$ cat src/rtl/reg_write_arbiter.sv
// reg_write_arbiter: round-robin arbiter granting one register-bank write per two cycles
module reg_write_arbiter #(
  parameter int NREQ = 4,
  parameter int AW = 2,
  parameter int DW = 8
) (
  input  logic                 clk,
  input  logic                 reset,
  input  logic                 stall,
  input  logic [NREQ-1:0]      req,
  input  logic [NREQ*AW-1:0]   req_addr,
  input  logic [NREQ*DW-1:0]   req_data,
  output logic [NREQ-1:0]      gnt,
  output logic [2**AW-1:0]     reg_en,
  output logic [DW-1:0]        reg_d,
  output logic                 busy
);
  localparam int PW = NREQ > 1 ? $clog2(NREQ) : 1;
  localparam int ENW = 2**AW;
  typedef enum logic {IDLE, WRITE} state_t;
  state_t state, state_nx;
  logic [PW-1:0] ptr, ptr_nx, win, off;
  logic [NREQ-1:0] mask, avail, gnt_nx;
  logic [2*NREQ-1:0] dbl;
  logic [AW-1:0] sel_addr;
  logic [DW-1:0] sel_data, d_nx;
  logic [ENW-1:0] en_nx;
  logic found, take;
  int sum;
  always_ff @(posedge clk or posedge reset)
    if (reset) state <= IDLE;
    else state <= state_nx;
  // mask is last cycle's grant, so a stale req is skipped in the IDLE right after WRITE
  always_comb begin
    avail = req & ~mask;
    found = |avail;
    dbl = {avail, avail} >> ptr;
    off = '0;
    for (int k = NREQ-1; k >= 0; k--)
      if (dbl[k]) off = PW'(k);
    sum = int'(ptr) + int'(off);
    win = PW'(sum >= NREQ ? sum - NREQ : sum);
    state_nx = (state == IDLE && !stall && found) ? WRITE : IDLE;
  end
  always_comb begin
    sel_addr = '0;
    sel_data = '0;
    for (int k = 0; k < NREQ; k++)
      if (win == PW'(k)) begin
        sel_addr = req_addr[k*AW +: AW];
        sel_data = req_data[k*DW +: DW];
      end
    take = state == IDLE && state_nx == WRITE;
    gnt_nx = take ? NREQ'(1) << win : '0;
    en_nx = take ? ENW'(1) << sel_addr : '0;
    d_nx = take ? sel_data : reg_d;
    ptr_nx = take ? (int'(win) == NREQ-1 ? '0 : win + PW'(1)) : ptr;
  end
  always_ff @(posedge clk or posedge reset)
    if (reset) begin
      gnt <= '0;
      reg_en <= '0;
      reg_d <= '0;
      busy <= 1'b0;
      ptr <= '0;
      mask <= '0;
    end else begin
      gnt <= gnt_nx;
      reg_en <= en_nx;
      reg_d <= d_nx;
      busy <= take;
      ptr <= ptr_nx;
      mask <= gnt;
    end
endmodule

$ cat config.mk
export PLATFORM = sky130hd
export DESIGN_NAME = reg_write_arbiter
export DESIGN_NICKNAME = d
export VERILOG_FILES = /design/src/rtl/reg_write_arbiter.sv
export SDC_FILE = /design/constraint.sdc
export NUM_CORES = 1
export LEC_CHECK = 0
export BUFFER_PORTS_ARGS = -buffer_cell sky130_fd_sc_hd__buf_2
export CAP_MARGIN = 40
export CORE_MARGIN = 1.5
export CORE_UTILIZATION = 47
export CTS_CLUSTER_DIAMETER = 40
export CTS_CLUSTER_SIZE = 25
export DETAILED_ROUTE_END_ITERATION = 16
export HOLD_SLACK_MARGIN = 0.02
export PLACE_DENSITY = 0.8
export RECOVER_POWER = 100
export SYNTH_ARGS = -nofsm -noshare
export SYNTH_HDL_FRONTEND = slang
export SYNTH_SLANG_ARGS = --single-unit
$ cat constraint.sdc
create_clock -name clk -period 3 [get_ports clk]
set_input_delay 0.3 -clock clk [delete_from_list [all_inputs] [get_ports clk]]
set_output_delay 0.3 -clock clk [all_outputs]
set_load 0.005 [all_outputs]
After elaboration in Yosys (flattened, before gate mapping)

Index checks and enable logic that the tools add are counted.

$add $sub $neg: 3
Multiply operators: 0
Divide/modulo/power cells: 0
$lt $le $gt $ge: 1
Eq/ne operators: 4
Shifts and indexed selects: 3
Muxes and demuxes: 17
Bitwise logic cells: 3
Reductions and logical operators: 6

Operators by type and width:

| kind                                                                | number |
|---|---|
| 8-bit 2-to-1 mux                                                    | 4 |
| 2-bit 2-to-1 mux                                                    | 10 |
| 4-bit 2-to-1 mux                                                    | 2 |
| 1-bit by 2-bit left shift with 4-bit output (first input constant)  | 2 |
| 8-bit by 2-bit >> shifter with 4-bit output                         | 1 |
| 4-bit bitwise AND                                                   | 1 |
| 2-bit by 1-bit == test with 1-bit output (second input constant)    | 2 |
| 2-bit == test (second input constant)                               | 2 |
| 4-bit NOT                                                           | 1 |
| 4-bit OR reduction                                                  | 1 |
| 2-bit by 2-bit adder with 3-bit output                              | 1 |
| 3-bit >= comparator (second input constant)                         | 1 |
| 1-bit logical AND                                                   | 3 |
| 2-bit by 1-bit adder with 2-bit output (second input constant)      | 1 |
| 2-bit logical NOT                                                   | 1 |
| 2-bit by 1-bit subtractor with 2-bit output (second input constant) | 1 |
| 1-bit logical NOT                                                   | 1 |
| 1-bit 2-to-1 mux                                                    | 1 |
| 1-bit NOT                                                           | 1 |

Bits in registers: 24
Bits in latches: 0
Bits in writable memories: 0
ROM bits: 0
Input port bits: 47
Output and inout bits: 17
Logic and storage cells: 44
Memories: 0

Logic depth before layout (Yosys ltp)

Depth after elaboration: 17
Gate-level depth with buffers: 15
Mapped depth without buffers: 13

Least setup slack after synthesis

No wires, ideal clock.

Path kind: register to register
Start point: register mask[3]
End point: register reg_en[2]
Library setup time: 0.129 ns
Arrival: 2.480 ns
Data required time: 2.871 ns
Slack: 0.391 ns
Cell stages (with the launch flop): 14
Buffers on the path: 2
Period minus slack after synthesis: 2.609 ns
Cell sequence: dfrtp_1 > nand2b_4 > buf_6 > a2111o_1 > nand3_1 > ha_1 > xor2_1 > ha_1 > nor2b_1 > buf_2 > a221o_1 > a22oi_2 > nand2b_1 > nor2_1

Longest elaborated chain between the ends: 17
Elaborated cells on any way between the ends: 25
Those cells by class: add/sub: 2; order compare: 1; eq/ne: 3; shift: 2; mux: 11; bitwise: 2; reduce/logical: 4

Ends and longest elaborated chain:

| item                                                                               | RTL line | source |
|---|---|---|
| start, declared                                                                    | 23       | `logic [NREQ-1:0] mask, avail, gnt_nx;` |
| start signal, assigned                                                             | 73       | `mask <= gnt;` |
| 4-bit NOT (*)                                                                      | 35       | `avail = req & ~mask;` |
| 4-bit bitwise AND (*)                                                              | 35       |  |
| 8-bit by 2-bit >> shifter with 4-bit output                                        | 37       | `dbl = {avail, avail} >> ptr;` |
| 2-bit 2-to-1 mux (4 in series)                                                     | 40       | `if (dbl[k]) off = PW'(k);` |
| 2-bit by 2-bit adder with 3-bit output                                             | 41       | `sum = int'(ptr) + int'(off);` |
| 3-bit >= comparator or 2-bit by 1-bit subtractor with 2-bit output (tied branches) | 42       | `win = PW'(sum >= NREQ ? sum - NREQ : sum);` |
| 2-bit 2-to-1 mux                                                                   | 42       |  |
| 2-bit logical NOT                                                                  | 49       | `if (win == PW'(k)) begin` |
| 2-bit 2-to-1 mux (4 in series)                                                     | 49       |  |
| 1-bit by 2-bit left shift with 4-bit output                                        | 55       | `en_nx = take ? ENW'(1) << sel_addr : '0;` |
| 4-bit 2-to-1 mux (*)                                                               | 55       |  |
| net en_nx[2]                                                                       | 27       | `logic [ENW-1:0] en_nx;` |
| end signal, assigned                                                               | 69       | `reg_en <= en_nx;` |
| end, declared                                                                      | 14       | `output logic [2**AW-1:0] reg_en,` |

Mark *: on every way through the listed nets, which the timed path passes. The rest lies on a longest branch.
A chain may end at the register's enable or synchronous reset.

Final worst setup path

Start point: register mask[1]
End point: register reg_en[2]

Same word-level chain as after synthesis.

==> reports/metrics.csv <==
stage,metric,value,unit
setup_path,"Critical Path, Cell by Cell","nand2b_2, nand3_1, o31ai_1, o21ai_0, nand3_1, ha_4, xor2_2, ha_1, nor2b_1, buf_4, a221o_1, a22oi_2, nand2b_1, nor2_1",
grt,antenna violations before repair,0,
timing,final worst slack,0.1659,ns
cells_and_area,multi-input logic area,748.2,µm²
timing,count of final setup violators,0,
synthesis,yosys warns,0,
setup_path,Worst path top cell family by delay,simple AND/OR/NAND/NOR gates,
grt,All-Layer GR Usage,21.05,%
outcome,outcome,finished clean,
setup_path,CP most frequent cell,nand3_1,
timing,period utilization,94.47,%
clock_tree,CTS buffer count,3,
setup_path,slowest CP cell,dfrtp_1,
grt,total grt overflow,0,
power_and_ir_drop,sw frac,45.63,%
routing,Routed WL per cell,13.41,µm
clock_tree,CTS tree,done,
cells_and_area,post-route cell area,1808,µm²
clock_tree,"Reg clk slew, reported paths",0.13,ns
min_path,hold path endpoint,state$_DFF_PP0_,
cells_and_area,"commonest cells after routing, fill and taps aside","buf_2, dfrtp_1, nor2_1, a21oi_1, nor2b_1",
power_and_ir_drop,Comb pwr share,74.0,%
power_and_ir_drop,P_int,1.485,mW
synthesis,Mapped Area,1426,µm²
setup_path,FF-to-FF path depth,14,
die,standard-cell rows,19,
timing,Slew @ Worst Pin,0.9657,ns
synthesis,distinct cell type count after synthesis,40,
timing,max-slew violations,0,
cells_and_area,diode count,0,
timing,min Tclk post-route,2.834,ns
cells_and_area,FF/Latch Area,600.6,µm²
synthesis,"FF+latch count, synth",24,
clock_tree,clk_lat worst skew,0.31,ns
setup_path,CP arrival,3.03,ns
synthesis,"Seq/Total Area, Yosys",42.11,%
power_and_ir_drop,total power,2.731,mW
power_and_ir_drop,P_leak,0.8627,nW
timing,hold slack,0.1572,ns
timing,final setup skew,0.005894,ns
power_and_ir_drop,Peak VDD IR,0.9282,mV
die,# IOs,64,
cells_and_area,nets,261,
setup_path,"setup slack, reg-to-reg",0.17,ns
power_and_ir_drop,switching power,1.246,mW
clock_tree,H-tree levels,1,
setup_path,peak per-stage delay on the critical path,0.39,ns
synthesis,Post-Syn Area per Cell,9.837,µm²
synthesis,syn_nets,197,
power_and_ir_drop,PwrDens,1510,nW/µm²
clock_tree,Clock Tree Root,clkbuf_4,
power_and_ir_drop,register share of total power,19.9,%
min_path,worst hold stages,2,
place,detailed placement HPWL,2545,µm
die,die area,3374,µm²
place,RePlAce Congestion,0.7755,
cells_and_area,"most common cell after layout, fill and taps aside",buf_2,
clock_tree,CTS sink cnt,24,
place,Post-DP Area,1788,µm²
die,Die H,58.09,µm
run,Max Cap Violations,0,
cells_and_area,fillers,242,
synthesis,Syn Inst Count,145,
clock_tree,setup bufs post-CTS,0,
routing,Initial DRC Count,26,
place,IO buf count,63,
cells_and_area,final core utilization,63.91,%
setup_path,critical path data required time,3.20,ns
power_and_ir_drop,clock network fraction of design power,6.1,%
routing,DRC Markers,0,
die,initial core utilization,50.42,%
grt,largest net degree at the start of global routing,18,
min_path,hold path startpoint,stall,
grt,first-pass GRT wire length,5478,µm
setup_path,Buffers & Inverters on Critical Path,1,
die,core area,2829,µm²
die,Die Span X,58.09,µm
clock_tree,Longest Clk Path Bufs,2,
routing,Avg Vias per Cell,5.377,
timing,worst relative slew slack,35.62,%
grt,vias in the first global route,1287,
timing,"Hold Violations, Final",0,
timing,Peak Freq,352.8,MHz
setup_path,type of the worst setup path,reg -> reg,
routing,Total Wirelength,3205,µm
setup_path,reg-to-reg startpoint,mask[1]$_DFF_PP0_,
routing,Pre-Repair DR Iteration Count,6,
routing,total number of vias,1285,
setup_path,reg-to-reg critical path endpoint,reg_en[2]$_DFF_PP0_,
setup_path,Crit. End Element,flop,
cells_and_area,area grow syn2layout,26.75,%
routing,post-route ant nets,0,
setup_path,Worst setup SP type,flop,
place,Post-Place Worst Slack,0.1726,ns
setup_path,worst-path fanout max,9,
cells_and_area,layout cell share with drive strength beyond 1,42.79,%
min_path,Hold/Removal Path Class,in -> reg,
worst reg2reg max path: cells and delay by family, from the launching register on:
| family | cells | cell delay [ns] |
|---|---|---|
| compound gates | 4 | 0.76 |
| xor+xnor | 1 | 0.18 |
| fa+ha+maj | 2 | 0.41 |
| buf+inv | 1 | 0.16 |
| flops | 1 | 0.39 |
| simple gates | 6 | 0.83 |
cell type report:
class | count | area share, %
Multi-Input combinational cell | 106 | 41.38
Sequential cell | 24 | 33.22
Timing Repair Buffer | 70 | 20.42
Tap cell | 31 | 2.145
Clock buffer | 4 | 2.007
Inverter | 4 | 0.8305
cells in the mapped netlist, drive strengths merged:
cell type / n / share of area, %
nor2: 18 / 4.9
buf: 6 / 3.6
xor2: 1 / 0.61
or2b: 2 / 1.1
nor3: 8 / 2.8
and2b: 2 / 1.1
nor2b: 11 / 5.0
dfrtp: 24 / 42
xnor2: 1 / 0.61
o22a: 1 / 0.70
clkbuf: 5 / 1.3
a2111o: 1 / 0.79
a22oi: 1 / 0.88
a211oi: 1 / 0.53
and2: 4 / 2.1
o21ai: 4 / 1.4
nand2b: 3 / 1.8
nand2: 3 / 0.97
ha: 5 / 4.4
a221o: 1 / 0.70
nand3: 3 / 1.1
a221oi: 8 / 4.9
o31a: 1 / 0.61
inv: 4 / 1.1
a21oi: 20 / 9.4
o31ai: 2 / 1.1
o2111ai: 1 / 0.61
o311ai: 1 / 0.61
mux2: 1 / 0.79
a311oi: 2 / 2.5
worst max-delay path by stage:
| stage | to | startpoint | depth (start not counted) |
|---|---|---|---|
| 3_5_place_dp | reg_en[2]$_DFF_PP0_ | mask[1]$_DFF_PP0_ | 14 |
| 6_report | reg_en[2]$_DFF_PP0_ | mask[1]$_DFF_PP0_ | 14 |
| 5_1_grt | reg_en[2]$_DFF_PP0_ | mask[2]$_DFF_PP0_ | 14 |
| 3_3_place_gp | reg_en[2]$_DFF_PP0_ | req[2] | 14 |
| 4_1_cts | reg_en[2]$_DFF_PP0_ | mask[1]$_DFF_PP0_ | 14 |
| 2_1_floorplan | reg_en[2]$_DFF_PP0_ | mask[3]$_DFF_PP0_ | 13 |
cell families after synthesis:
group	synth area share [%]
AO/OA/AOI/OAI	24.65
XOR/XNOR	1.228
adder cells (fa/ha/maj)	4.386
buffers and inverters	5.965
flip-flops	42.11
multiplexers	0.7894
AND/OR/NAND/NOR	20.88
per-stage QoR:
step | cells | TNS, ns
3_3_place_gp | 233 | 0
3_5_place_dp | 234 | 0
2_1_floorplan | 145 | 0
4_1_cts | 239 | 0
5_1_grt | 239 | -0.05712
6_report | 239 | 0
state kept, by name, indices dropped and copies added (netlist names):
signal,count
state,1
gnt,4
busy,1
reg_en,4
reg_d,8
mask,4
ptr,2
metal layers:
metal	GRT usage, %	wire length, µm	vias up
met2	35.06	1589	59
met3	3.571	198	17
li1	-	-	639
met1	25.86	1265	570
met5	0	0	-
met4	11.63	150	0
timing repair:
action	in CTS	in global routing
endpoints found under the setup margin	0	5
resized for setup	0	3
hold buffers	1	0
hold endpoints to repair	7	0
power by group through the flow:
stage          sequential, mW  combinational (mW)  clock (mW)
2_1_floorplan           0.538                1.51           0
3_3_place_gp            0.542                1.91           0
3_5_place_dp            0.548                1.99           0
4_1_cts                 0.541                2.01       0.174
5_1_grt                 0.564                2.26       0.188
6_report                0.543                2.02       0.168
Note: power is estimated with default switching activity, not from simulation.
